$ cat src/rtl/instr_loader.sv
// Boot loader: parses a framed byte stream (sync, count, words, checksum), writes each
// 16-bit word into the instruction RAM and releases the CPU once the checksum verifies.
module instr_loader #(
   parameter int         TIMEOUT   = 1024,
   parameter logic [7:0] BASE_ADDR = 8'h00
) (
   input  logic        clk,
   input  logic        rst,
   input  logic [7:0]  in_data,
   input  logic        in_valid,
   output logic        in_ready,
   output logic        mem_we,
   output logic [7:0]  mem_addr,
   output logic [15:0] mem_wdata,
   output logic        cpu_rst,
   output logic        done,
   output logic        error
);

   localparam logic [7:0] SYNC_BYTE = 8'hA5;
   localparam int         TW        = $clog2(TIMEOUT + 1);

   typedef enum logic [2:0] {SYNC, COUNT, HI, LO, CHECK, DONE, ERR} state_t;

   state_t        state_q;
   logic [7:0]    cnt_q;
   logic [7:0]    idx_q;
   logic [7:0]    sum_q;
   logic [7:0]    hi_q;
   logic [TW-1:0] tmo_q;

   logic          in_ready_q;
   logic          mem_we_q;
   logic [7:0]    mem_addr_q;
   logic [15:0]   mem_wdata_q;
   logic          cpu_rst_q;
   logic          done_q;
   logic          error_q;

   logic          xfer;
   logic          in_frame;
   logic          tmo_hit;
   logic [7:0]    idx_d;
   logic [7:0]    sum_d;

   // The timeout fires on the TIMEOUT-th consecutive idle cycle inside a frame.
   always_comb begin
      xfer     = in_valid && in_ready_q;
      in_frame = state_q inside {COUNT, HI, LO, CHECK};
      tmo_hit  = in_frame && !xfer && (tmo_q == TW'(TIMEOUT - 1));
      idx_d    = idx_q + 8'd1;
      sum_d    = sum_q + in_data;
   end

   // NOTE: rst is tested first so it overrides any handshake landing in the same cycle.
   always_ff @(posedge clk) begin
      if (rst) begin
         state_q     <= SYNC;
         cnt_q       <= 8'd0;
         idx_q       <= 8'd0;
         sum_q       <= 8'd0;
         hi_q        <= 8'd0;
         tmo_q       <= '0;
         in_ready_q  <= 1'b1;
         mem_we_q    <= 1'b0;
         mem_addr_q  <= BASE_ADDR;
         mem_wdata_q <= 16'd0;
         cpu_rst_q   <= 1'b1;
         done_q      <= 1'b0;
         error_q     <= 1'b0;
      end else begin
         mem_we_q <= 1'b0;

         if (xfer || !in_frame) tmo_q <= '0;
         else                   tmo_q <= tmo_q + TW'(1);

         if (tmo_hit) begin
            state_q <= ERR;
            error_q <= 1'b1;
         end else if (xfer) begin
            case (state_q)
               SYNC: begin
                  if (in_data == SYNC_BYTE) state_q <= COUNT;
               end
               COUNT: begin
                  if (in_data == 8'd0) begin
                     state_q <= ERR;
                     error_q <= 1'b1;
                  end else begin
                     state_q <= HI;
                     cnt_q   <= in_data;
                     idx_q   <= 8'd0;
                     sum_q   <= in_data;
                  end
               end
               HI: begin
                  hi_q    <= in_data;
                  sum_q   <= sum_d;
                  state_q <= LO;
               end
               LO: begin
                  mem_we_q    <= 1'b1;
                  mem_addr_q  <= BASE_ADDR + idx_q;
                  mem_wdata_q <= {hi_q, in_data};
                  sum_q       <= sum_d;
                  idx_q       <= idx_d;
                  state_q     <= (idx_d == cnt_q) ? CHECK : HI;
               end
               CHECK: begin
                  if (sum_d == 8'd0) begin
                     state_q    <= DONE;
                     done_q     <= 1'b1;
                     cpu_rst_q  <= 1'b0;
                     in_ready_q <= 1'b0;
                  end else begin
                     state_q <= ERR;
                     error_q <= 1'b1;
                  end
               end
               ERR: begin
                  if (in_data == SYNC_BYTE) begin
                     state_q <= COUNT;
                     error_q <= 1'b0;
                  end
               end
               default: ;
            endcase
         end
      end
   end

   assign in_ready  = in_ready_q;
   assign mem_we    = mem_we_q;
   assign mem_addr  = mem_addr_q;
   assign mem_wdata = mem_wdata_q;
   assign cpu_rst   = cpu_rst_q;
   assign done      = done_q;
   assign error     = error_q;

endmodule

$ cat config.mk
export PLATFORM = sky130hd
export DESIGN_NAME = instr_loader
export DESIGN_NICKNAME = d
export VERILOG_FILES = /design/src/rtl/instr_loader.sv
export SDC_FILE = /design/constraint.sdc
export NUM_CORES = 1
export LEC_CHECK = 0
export ABC_CLOCK_PERIOD_IN_PS = 2800
export BUFFER_PORTS_ARGS = -buffer_cell sky130_fd_sc_hd__buf_2
export CAP_MARGIN = 20
export CORE_UTILIZATION = 30
export CTS_CLUSTER_DIAMETER = 30
export CTS_CLUSTER_SIZE = 25
export DETAILED_ROUTE_END_ITERATION = 8
export HOLD_SLACK_MARGIN = 0.05
export PLACE_DENSITY = 0.45
export SLEW_MARGIN = 20
export SYNTH_ARGS = -nofsm -noshare
export SYNTH_HDL_FRONTEND = slang
export SYNTH_SLANG_ARGS = --single-unit
$ cat constraint.sdc
create_clock -name clk -period 2.8 [get_ports clk]
set_input_delay 0.28 -clock clk [delete_from_list [all_inputs] [get_ports clk]]
set_output_delay 0.28 -clock clk [all_outputs]
set_load 0.02 [all_outputs]
Word level (Yosys, flattened, before mapping)
Cells that the tools add are included.
{"block": "op_classes", "bitwise_logic": 3, "n_mux": 18, "reduce_logical": 30, "eq_ne": 14, "add_sub_neg": 3}
{"op": "8-bit one-hot mux with 2 select lines", "count": 2}
{"op": "8-bit zero test", "count": 2}
{"op": "8-bit 2-to-1 mux", "count": 2}
{"op": "4-bit AND reduction", "count": 4}
{"op": "3-bit 2-to-1 mux", "count": 5}
{"op": "3-bit one-hot mux with 5 select lines", "count": 1}
{"op": "3-bit AND reduction", "count": 4}
{"op": "11-bit by 1-bit adder with 11-bit output (second input constant)", "count": 1}
{"op": "11-bit by 10-bit equality test with 1-bit output (second input constant)", "count": 1}
{"op": "8-bit by 1-bit adder with 8-bit output (second input constant)", "count": 1}
{"op": "8-bit adder", "count": 1}
{"op": "8-bit equality test", "count": 1}
{"op": "8-bit equality test (second input constant)", "count": 1}
{"op": "4-bit nonzero test", "count": 2}
{"op": "2-bit OR reduction", "count": 4}
{"op": "3-bit by 2-bit equality test with 1-bit output (second input constant)", "count": 2}
{"op": "3-bit equality test (second input constant)", "count": 2}
{"op": "1-bit 2-to-1 mux", "count": 6}
{"op": "3-bit inequality test (second input constant)", "count": 2}
{"op": "2-bit nonzero test", "count": 3}
{"op": "6-bit nonzero test", "count": 1}
{"op": "5-bit AND reduction", "count": 1}
{"op": "5-bit nonzero test", "count": 1}
{"op": "3-bit by 1-bit equality test with 1-bit output (second input constant)", "count": 1}
{"op": "other kinds (12)", "count": 17}
{"block": "word_totals", "inputBits": 11, "out_inout_bits": 29, "ff_bits": 74, "elab_cells": 81}

Longest topological paths before layout
{"block": "logic_depth", "word_depth": 6, "depth_mapped": 8, "mapped_depth_nobuf": 8}

Least setup slack after synthesis
Ideal clock, no wire load.
{"block": "synth_timing", "kind": "register to register", "startpoint": "register sum_q[0]", "endpoint": "register state_q[1]", "slack_ps": 481, "n_path_buf": 0, "stages_incl_launch_ff": 9, "setup_ps": 119, "arrival_ps": 2200, "t_required_ps": 2681, "cell_sequence": "dfxtp_1 > ha_1 > fa_1 > xor2_1 > a2111oi_0 > nand4b_1 > o31ai_1 > o211ai_1 > o221a_2"}
{"block": "synth_via", "elab_chain_cells": 6}
{"item": "from (decl)", "line": "28", "rtl": "logic [7:0] sum_q;"}
{"item": "from (signal assigned)", "line": "93", "rtl": "sum_q <= in_data;"}
{"item": "from (signal assigned)", "line": "98", "rtl": "sum_q <= sum_d;"}
{"item": "from (signal assigned)", "line": "105", "rtl": "sum_q <= sum_d;"}
{"item": "8-bit adder", "line": "52", "rtl": "sum_d = sum_q + in_data;"}
{"item": "8-bit zero test", "line": "110", "rtl": "if (sum_d == 8'd0) begin"}
{"item": "2-bit 2-to-1 mux", "line": "110"}
{"item": "3-bit one-hot mux with 5 select lines", "line": "81", "rtl": "case (state_q)"}
{"item": "3-bit 2-to-1 mux", "line": "80", "rtl": "end else if (xfer) begin"}
{"item": "3-bit 2-to-1 mux", "line": "77", "rtl": "if (tmo_hit) begin"}
{"item": "to (signal assigned)", "line": "107", "rtl": "state_q <= (idx_d == cnt_q) ? CHECK : HI;"}
{"item": "to (decl)", "line": "25", "rtl": "state_t state_q;"}
No other way between the ends. The select of a mux whose other input is x is not followed.
A chain may end at the register's enable or synchronous reset.

Worst setup path in the final report
Ends and elaborated chain as after synthesis.

==> impl_metrics.tcl <==
set metrics [dict create \
    status "completed" \
    numPortBuffers 39 \
    syn_inst 454 \
    setup_viol 0 \
    finalHoldViolCount 0 \
    coreArea_mm2 0.01206 \
    grt_usage 0.1584 \
    die_h_um 113.4 \
    final.setup.tns_ns 0 \
    ys_async_sr_fraction 0 \
    yosysMostFrequentCell "dfxtp_1" \
    antenna_found_initial 0 \
    finClkSkew_ns 0.008198 \
    slowest_stage "fa_1" \
    syn_area_mm2 0.003721 \
    r2r_start "sum_q[0]" \
    routedWlPerCell_um 14.33 \
    die_area_mm2 0.01285 \
    cts_tree "built" \
    hold_path.class "in2reg" \
    drive_above_1_share 0.1771 \
    hp-start "in_valid" \
    cts_buffers 9 \
    path_class "reg2reg" \
    path_cells "ha_1 -> fa_1 -> xor2_1 -> a2111oi_0 -> nand4b_1 -> o31ai_2 -> o211ai_1 -> o221a_2" \
    via_per_inst 4.929 \
    yosysSeqAreaShare 0.3981 \
    muxShareOfSynthArea 0.04338 \
    hold_path_depth 2 \
    cts_max_path_buffers 2 \
    final.min_clock_period_ns 2.630 \
    n_antenna_cell 0 \
    rows 40 \
    clkSinkCount 74 \
    worstPathArrival_ns 2.86 \
    grt_setup_unrepaired "false" \
    synthTopCellsByCount "dfxtp_1, nand2_1, a21oi_1, nor2_1, clkbuf_1" \
    grt_max_degree 61 \
    dp_cells 649 \
    vias 3278 \
    final_cells 665 \
    yosys.area_share.adder 0.03833 \
    cp_max_fo 3 \
    slew-limit-headroom 0.5663 \
    finalCritPeriodShare 0.9393 \
    synth_top_area_share 0.3981 \
    grt_first_pass_wirelength_mm 15.78 \
    overflow 0 \
    p_leak_nw 1.731 \
    ys_seq_elements 74 \
    antenna_left 0 \
    synthFlopType "dfxtp_1" \
    p_per_area_mw_per_mm2 545.0 \
    synth_nets 475 \
    wl_mm 9.528 \
    maxCapViolCount 0 \
    gp_congestion 0.8153 \
    synth_edf_count 0 \
    synth_top_family_by_area "simple AND/OR/NAND/NOR gates" \
    final_net_count 513 \
    clk_transition_reported_paths_ns 0.06 \
    start_util 0.3085 \
    synth_top_cell_by_area "dfxtp_1" \
    r2r_setup_slack_ns 0.17 \
    grt_pass1_vias 3065 \
    syn_to_final_growth_pct 19.40 \
    h-tree-depth 3 \
    synth-compound-area-share 0.1789 \
    netlist_top_cells_area "dfxtp_1, nand2_1, a21oi_1" \
    synth_xor_area_frac 0.04943 \
    clk_latency_ns 0.34 \
    dr.pass1.iters 4 \
    yosys.area_share.simple 0.2471 \
    yosysUniqueCellTypes 59 \
    peakVddDrop_mv 0.2093 \
    crit_path_max_incr_delay_ns 0.43 \
    worst_pin_slew_ns 0.6506 \
    r2r-end "state_q[1]" \
    pin_count 40 \
    crit_required_ns 3.03 \
    synth_area_per_cell_um2 8.196 \
    crit_path_start_kind "flip-flop" \
    drc 0 \
    dp_hpwl_mm 6.575 \
    cts_root_buf "clkbuf_16" \
    synth_warnings 0 \
    slew_viol_final 0 \
    fmax_mhz 380.2 \
    fp.dieW_um 113.4 \
    drtIter0Drc 132 \
    min_to "cpu_rst" \
    r2r_cells 8 \
    crit_path_end_kind "flip-flop" \
]
-- layer usage --
| layer | global-route usage | up-vias | routed length, µm |
|---|---|---|---|
| met5 | 0 | - | 0 |
| met4 | 0.05526 | 0 | 131 |
| met3 | 0.04038 | 12 | 355 |
| met2 | 0.2573 | 47 | 4325 |
| met1 | 0.2040 | 1538 | 4714 |
| li1 | - | 1681 | - |
-- area by class of cell --
class	count	area, µm²
repair buffers	57	330.3
well taps	168	210.2
clock buffers	9	225.2
flip-flops and latches	74	1481
multi-input cells	342	2081
clock inverters	7	85.08
inverters	8	30.03
fillers	1270	7619
-- flip-flops by register name, summed over array words and instances (netlist names), 3 cells and up --
| name | flops |
|---|---|
| state_q | 3 |
| cnt_q | 8 |
| hi_q | 8 |
| mem_wdata | 16 |
| mem_addr | 8 |
| tmo_q | 11 |
| idx_q | 8 |
| sum_q | 8 |
-- kinds of logic (layout without fill, tap and decap cells) --
kind of cell               Yosys count  in the layout
DFF                                 74             74
and+or+nand+nor                    188            188
muxes                               16             16
xor gates and xnor gates            21             21
buffers and inverters               38             81
adders and majority gates           11             11
AOI/OAI and AO/OA                  106            106
-- worst max-delay path, delay by kind of cell, from the launching register on --
| family | cells | cell delay (ns) |
|---|---|---|
| compound gates | 4 | 1.14 |
| simple gates | 1 | 0.23 |
| fa+ha+maj | 2 | 0.65 |
| flops | 1 | 0.31 |
| xor+xnor | 1 | 0.19 |
-- worst max-delay path by stage --
stage / start / to / cells past startpoint
after floorplan: sum_q[0] / state_q[1] / 8
after global placement: in_data[0] / state_q[1] / 9
after detailed placement: in_data[0] / state_q[1] / 9
after CTS: sum_q[0] / state_q[1] / 8
after global routing: sum_q[0] / state_q[1] / 8
final: sum_q[0] / state_q[1] / 8
-- per-stage QoR --
stage	total power, mW	util	cell area [µm²]	setup WS (ns)	hold slack (ns)
floorplan	1.178	-	3721	0.4811	0.3817
global placement	1.231	0.3422	4128	0.02009	0.4403
detailed placement	1.231	0.3422	4128	-0.04738	0.4446
CTS	2.463	0.3679	4438	0.06638	0.1546
global route	2.525	0.3684	4443	0.01235	0.1669
finish	2.422	0.3684	4443	0.1700	0.1658
-- power breakdown --
part	total (mW)	switching, mW	leakage, nW	internal (mW)
logic	0.141	0.0891	0.983	0.0517
registers	1.07	0.00758	0.596	1.06
clock network	1.21	0.505	0.153	0.709
total	2.42	0.602	1.73	1.82
-- cell usage in the layout (no fill, tap or decap), drive strengths merged, types with 7 or more instances in the layout --
master and n:
nand3 17, buf 57, a21oi 50, ha 9, clkbuf 9, xor2 12, a211oi 7, xnor2 9
o21ai 11, mux2i 15, inv 12, nand2 67, nor2 46, nor3 10, dfxtp 74
-- repair_timing --
item,in CTS,in global routing
hold buffers,0,0
endpoints found under the setup margin,0,1
gates resized for setup,0,1
buffers inserted,0,0
Power figures use the tool's default switching activity.
